$ cat config.mk
export PLATFORM = sky130hd
export DESIGN_NAME = bcd_to_bin_conv
export DESIGN_NICKNAME = d
export VERILOG_FILES = /design/src/rtl/bcd_to_bin_pkg.sv /design/src/rtl/bcd_digit_sub3.sv /design/src/rtl/bcd_to_bin_conv.sv
export SDC_FILE = /design/constraint.sdc
export NUM_CORES = 1
export LEC_CHECK = 0
export BUFFER_PORTS_ARGS = -buffer_cell sky130_fd_sc_hd__buf_2
export CORE_MARGIN = 2
export CORE_UTILIZATION = 36
export DETAILED_ROUTE_END_ITERATION = 12
export PLACE_DENSITY_LB_ADDON = 0.08
export SYNTH_ARGS = -nofsm -noshare
export SYNTH_HDL_FRONTEND = slang
export SYNTH_SLANG_ARGS = --single-unit
$ cat constraint.sdc
create_clock -name clk -period 1.5 [get_ports clk]
set_input_delay 0.375 -clock clk [delete_from_list [all_inputs] [get_ports clk]]
set_output_delay 0.375 -clock clk [all_outputs]
set_load 0.02 [all_outputs]
$ cat src/rtl/bcd_to_bin_pkg.sv
// Shared types and sizing for the 4-digit BCD to 14-bit binary converter.
// Also holds the digit-range check used when BCD_TO_BIN_INPUT_CHECK_EN is defined.
package bcd_to_bin_pkg;

    localparam int NUM_DIGITS = 4;
    localparam int BCD_W      = 16;
    localparam int BIN_W      = 14;
    localparam int ITER       = 14;

    typedef enum logic [1:0] {
        IDLE    = 2'd0,
        SHIFT   = 2'd1,
        CORRECT = 2'd2
    } state_t;

    function automatic logic bcd_valid(input logic [BCD_W-1:0] bcd);
        logic ok;
        ok = 1'b1;
        for (int i = 0; i < NUM_DIGITS; i++) begin
            if (bcd[4*i +: 4] > 4'd9) ok = 1'b0;
        end
        return ok;
    endfunction

endpackage

$ cat src/rtl/bcd_digit_sub3.sv
// Per-digit correction applied after each right shift of the BCD digit register.
module bcd_digit_sub3 (
    input  logic [3:0] digit,
    output logic [3:0] corrected
);

    assign corrected = (digit >= 4'd8) ? (digit - 4'd3) : digit;

endmodule

$ cat src/rtl/bcd_to_bin_conv.sv
// Sequential BCD to binary converter (shift-and-subtract-3, 14 iterations).
// Optional input digit check: define BCD_TO_BIN_INPUT_CHECK_EN.
//
// state   | meaning
// IDLE    | waiting for start; outputs hold
// SHIFT   | shift {digits,bin} right by one, count iteration
// CORRECT | subtract 3 from every digit >= 8; finish after iteration 14
module bcd_to_bin_conv
    import bcd_to_bin_pkg::*;
(
    input  logic             clk,
    input  logic             reset_n,
    input  logic             start,
    input  logic [BCD_W-1:0] bcd_in,
    output logic [BIN_W-1:0] bin_out,
    output logic             busy,
    output logic             done,
    output logic             err
);

    state_t           state, state_nxt;
    logic [BCD_W-1:0] digits, digits_nxt, digits_fix;
    logic [BIN_W-1:0] bin, bin_nxt, bin_out_nxt;
    logic [3:0]       iter_cnt, iter_cnt_nxt;
    logic             done_nxt;
    logic             start_bad;

    for (genvar g = 0; g < NUM_DIGITS; g++) begin : g_fix
        bcd_digit_sub3 u_sub3 (
            .digit     (digits[4*g +: 4]),
            .corrected (digits_fix[4*g +: 4])
        );
    end

`ifdef BCD_TO_BIN_INPUT_CHECK_EN
    logic err_nxt;

    assign start_bad = !bcd_valid(bcd_in);
    assign err_nxt   = (state == IDLE) && start && start_bad;

    always_ff @(posedge clk or negedge reset_n) begin
        if (!reset_n) err <= 1'b0;
        else          err <= err_nxt;
    end
`else
    assign start_bad = 1'b0;
    assign err       = 1'b0;
`endif

    assign busy = (state != IDLE);

    always_comb begin
        state_nxt    = state;
        digits_nxt   = digits;
        bin_nxt      = bin;
        iter_cnt_nxt = iter_cnt;
        bin_out_nxt  = bin_out;
        done_nxt     = 1'b0;
        case (state)
            IDLE: begin
                if (start) begin
                    if (start_bad) begin
                        // rejected request: report immediately, no conversion
                        bin_out_nxt = '0;
                        done_nxt    = 1'b1;
                    end else begin
                        digits_nxt   = bcd_in;
                        bin_nxt      = '0;
                        iter_cnt_nxt = '0;
                        state_nxt    = SHIFT;
                    end
                end
            end
            SHIFT: begin
                {digits_nxt, bin_nxt} = {digits, bin} >> 1;
                iter_cnt_nxt          = iter_cnt + 4'd1;
                state_nxt             = CORRECT;
            end
            CORRECT: begin
                digits_nxt = digits_fix;
                if (iter_cnt == 4'(ITER)) begin
                    bin_out_nxt = bin;
                    done_nxt    = 1'b1;
                    state_nxt   = IDLE;
                end else begin
                    state_nxt = SHIFT;
                end
            end
            default: state_nxt = IDLE;
        endcase
    end

    always_ff @(posedge clk or negedge reset_n) begin
        if (!reset_n) begin
            state    <= IDLE;
            digits   <= '0;
            bin      <= '0;
            iter_cnt <= '0;
            bin_out  <= '0;
            done     <= 1'b0;
        end else begin
            state    <= state_nxt;
            digits   <= digits_nxt;
            bin      <= bin_nxt;
            iter_cnt <= iter_cnt_nxt;
            bin_out  <= bin_out_nxt;
            done     <= done_nxt;
        end
    end

endmodule

# Word level (Yosys, flattened, before mapping)
# Cells that the tools add are included.
# totals
wordCells	51
regBits	51
out_inout_bits	17
inputBits	19
# classes
addsub	5
eq_ne	8
mux	15
order_cmp	4
reduce_logical	10
# ops
cell	count
$pmux W16 S3	1
$pmux W14 S2	1
$mux W4	5
$ge A4 B4 Y1 const B	4
$mux W16	1
$sub A4 B2 Y4 const B	4
$mux W14	1
$reduce_and A3 Y1	4
$ne A2 B1 Y1 const B	4
$pmux W4 S2	1
$pmux W2 S3	1
$add A4 B1 Y4 const B	1
$eq A4 B4 Y1 const B	1
$reduce_and A2 Y1	2
$reduce_bool A2 Y1	2
$mux W1	3
$reduce_bool A3 Y1	1
$eq A2 B1 Y1 const B	1
$eq A2 B2 Y1 const B	1
$logic_not A2 Y1	1
$mux W2	1
$ne A2 B2 Y1 const B	1

# Longest topological paths before layout
# depth
word_depth	3
ltp_mapped	8
depth_no_buf	5

# Cells and area by module
# Synthesis repeated with hierarchy kept, for this count alone.
# hier_totals
cells_unflattened	239
hier_area_um2	2693.8
# by_module_without_submodules
module	cells_per_inst	seq_area_each_um2	instances	area_per_inst_um2
bcd_to_bin_conv	195	1276.2	1	2388.5
bcd_digit_sub3	11	0.0	4	76.3

# Worst setup path after synthesis
# Ideal clock, no wire load.
# synth_timing
kind	register to register
startpoint	register state[0]
endpoint	register digits[15]
arrival_ps	1553
path_stages_with_launch	8
setup_time_ps	122
synth_period_minus_slack_ps	1675
path_buffers	2
setup_slack_ps	-175
t_required_ps	1378
path_cell_list	dfrtp_1 inv_1 ha_1 clkbuf_2 nor2b_1 buf_2 a311o_1 a32o_1
# synth_via
elab_chain_cells	3
elab_cells_between_ends	8
classes_between	eq/ne: 4; mux: 1; reduce/logical: 3
# synth_lines
element	line_no	text
start: declaration	bcd_to_bin_conv.sv:21	state_t state, state_nxt;
start signal: assignment	bcd_to_bin_conv.sv:102	state <= state_nxt;
$eq A2 B2 Y1 (tied with other cells)	bcd_to_bin_conv.sv:59	case (state)
$ne A2 B1 Y1 (no line) (tied with other cells)	n/a	
$reduce_and A3 Y1 (no line)	n/a	
end signal: assignment	bcd_to_bin_conv.sv:103	digits <= digits_nxt;
end: declaration	bcd_to_bin_conv.sv:22	logic [BCD_W-1:0] digits, digits_nxt, digits_fix;
# Parallel ways exist; a longest one is shown, timed or not.
# A chain may end at the register's enable or synchronous reset.

# Final worst setup path
# layout_timing
startpoint	register state[0]
endpoint	output busy
# layout_via
elab_chain_cells	1
# layout_lines
element	line_no	text
$reduce_bool A2 Y1	bcd_to_bin_conv.sv:50	assign busy = (state != IDLE);
end: declaration	bcd_to_bin_conv.sv:16	output logic busy,
# Every way passes these cells.

==> impl_results.md <==
* Critical path depth in cells at 5
* Via-to-Cell Ratio at 5.29
* CTS root buf: clkbuf_8
* Worst R2R Path Depth at 6
* Die area at 8030 sq um
* First-pass GRT wire length at 10,600 um
* Critical path's largest stage delay at 0.42 ns
* Clk buf depth at 2
* Hpwl dp at 4130 um
* Final period util at 109%
* CTS Hold Bufs at 0
* Clock slew at reported path FFs at 0.11 ns
* Status: finished, violations left
* RSZ-0062 raised after global routing: true
* Most frequent cell after synthesis: dfrtp_1
* Residual DRC count at 0
* Initial antenna violation count at 0
* Final setup fails at 41
* Crit start category: flop
* Distinct cell type count after synthesis at 37
* Final hold vios at 0
* Clk sinks at 51
* Reg2Reg Setup Slack at -0.13 ns
* Vias in the first global route at 2,154
* Cells after synthesis at 239
* Worst Path Arrival at 1.27 ns
* CP max-delay cell: dfrtp_1
* Core ar. at 7180 sq um
* Pwr Density at 2240 nW/um^2
* Row cnt at 31
* CP delay by family, top: flip-flops
* Area Growth Syn to Fin at 48.4%
* Crit. End Element: primary output
* Syn Area/Cell at 11.0 sq um
* Largest area contributor in the netlist: dfrtp_1
* GRT Util Overall at 17.1%
* Post-DRT Antenna Nets at 0
* Final setup skew at 0.0138 ns
* Largest net degree at the start of global routing at 52
* CTS tree: done
* Worst-path cell chain: inv_2, ha_4, buf_6, inv_4, buf_6
* Iteration count of the initial detailed-routing pass at 4
* Largest cells by area after synthesis: dfrtp_1 48%, ha_1 7.1%, mux2_2 6.0%
* Setup slack after layout at -0.142 ns
* IO Count at 36
* Setup TNS at -2.80 ns
* First DRT Iteration DRCs at 56
* Yosys synthesis warning count at 0
* Reg2Reg Launch Point: state[0]
* Minimum clock period at 1.64 ns
* Sequential fraction of the synthesis area at 48.4%
* Synth top cells by count: 51 x dfrtp_1, 17 x nor2_1, 16 x inv_1
* GPL Wtd Cong at 0.782
* Chip height at 89.6 um
* Pleak at 1.76 nW
* Synth Net Count at 273
* Cts bufs inserted at 5
* Crit Path Category: reg -> out
* Post-synth ARST share at 100%
* Port Buffer Count at 34
* Cells after DPL at 392
* Pwr Total at 8.78 mW
* Die X-Extent at 89.6 um
* CP Buf/Inv Count at 4
* Worst skew pair latency at 0.31 ns
* Ratio of cells with drive above 1 in the final layout at 51.4%
* GRT overflow at 0
* RR Endpoint: bin_out[7]
* Failing checks: negative setup slack
* Worst-path maximum fanout at 7
* Number of synthesized flops with an enable pin at 0
* H-tree depth at 2
* Starting density of the core at 36.8%
* # nets final at 344
* Crit path required time at 1.12 ns
* Max_cap viols at 0
* Final slew viol count at 0
* Max Fclk at 609 MHz
* FF+latch count, synth at 51
* CP most frequent cell: buf_6
* Layout Cells excl Fill at 410
* Hold crit path type: in -> async
* Yosys top cell area share at 48.4%
* Inserted Diodes at 0
* Main synth FF type: dfrtp_1
* Routed WL at 6750 um
* Syn Std Cell Area at 2640 sq um
* VDD IR-drop max at 1.28 mV
* Vias post-DR at 2,167
* Wirelength per Cell at 16.5 um
==> cell usage in the layout (no fill, tap or decap), types with 3 or more instances in the layout <==
master / n
xnor2_1: 4
clkbuf_8: 6
dfrtp_1: 51
a22o_1: 13
buf_4: 30
a221oi_1: 3
buf_12: 7
o31ai_4: 12
buf_2: 33
nor3b_1: 3
a221oi_2: 7
nor2_1: 14
inv_1: 13
nand2b_4: 3
mux2_2: 14
nor2_4: 3
nand2_1: 11
o21ai_0: 3
a21oi_1: 7
nor2b_4: 4
buf_6: 8
o41ai_2: 12
ha_1: 12
o32a_1: 3
==> timing repair <==
| item | in CTS | in global routing |
|---|---|---|
| endpoints found under the setup margin | 49 | 49 |
| pin swaps | 5 | 8 |
| resized for setup | 57 | 46 |
| cloned | 3 | 0 |
| buffers inserted | 4 | 3 |
==> layer usage <==
metal / global-route usage, % / routed length [um] / up-vias
li1: - / - / 1029
met1: 23.1 / 3120 / 1077
met2: 27.7 / 3320 / 46
met3: 3.29 / 212 / 15
met4: 5.83 / 100 / 0
met5: 0 / 0 / -
==> flip-flops by register name, indices dropped and copies added, names as in the netlist <==
signal / flops
digits: 16
bin: 14
bin_out: 14
iter_cnt: 4
state: 2
done: 1
==> where the power goes <==
group	total, mW	switching, mW	leakage (nW)	internal, mW
registers	2.43	0.564	0.652	1.87
clock network	0.875	0.497	0.0474	0.378
logic	5.47	2.68	1.06	2.80
==> final cells by class <==
| type | instances | area (sq um) |
|---|---|---|
| Fill cell | 612 | 3260 |
| Multi-Input combinational cell | 156 | 1690 |
| Sequential cell | 51 | 1280 |
| Timing Repair Buffer | 80 | 661 |
| Tap cell | 99 | 124 |
| Clock buffer | 6 | 82.6 |
| Inverter | 16 | 62.6 |
| Clock inverter | 2 | 16.3 |
==> stage by stage <==
stage | utilization (%) | worst slack [ns] | instance area [sq um] | hold WS, ns
floorplan | - | -0.0911 | 2670 | 0.0794
global placement | 44.3 | -0.165 | 3180 | 0.394
detailed placement | 44.3 | -0.163 | 3180 | 0.389
CTS | 50.4 | -0.135 | 3610 | 0.0446
global route | 54.5 | -0.212 | 3910 | 0.0472
finish | 54.5 | -0.142 | 3910 | 0.0319
==> worst register-to-register path: stages (launching register included) <==
cell and delay, ns:
dfrtp_1 0.42, inv_2 0.10, ha_1 0.23, buf_4 0.14, nand4_2 0.15, buf_12 0.20
mux2_2 0.27
==> logic make-up after synthesis <==
group	Yosys count	synth area share, %
AOI/OAI and AO/OA	73	22.0
xor gates and xnor gates	4	1.33
adders and majority gates	15	7.12
buffers and inverters	33	5.55
DFF	51	48.4
muxes	15	6.36
other	1	0.142
and+or+nand+nor	47	9.11
==> worst max-delay path by stage <==
stage                         from         end  slack, ns
after detailed placement  state[1]   digits[7]      -0.16
after global routing      state[1]        busy      -0.21
after global placement    state[1]  digits[14]      -0.17
final                     state[0]        busy      -0.14
after CTS                 state[0]        busy      -0.13
after floorplan           state[0]  digits[15]      -0.09
Note: power is estimated with default switching activity, not from simulation.
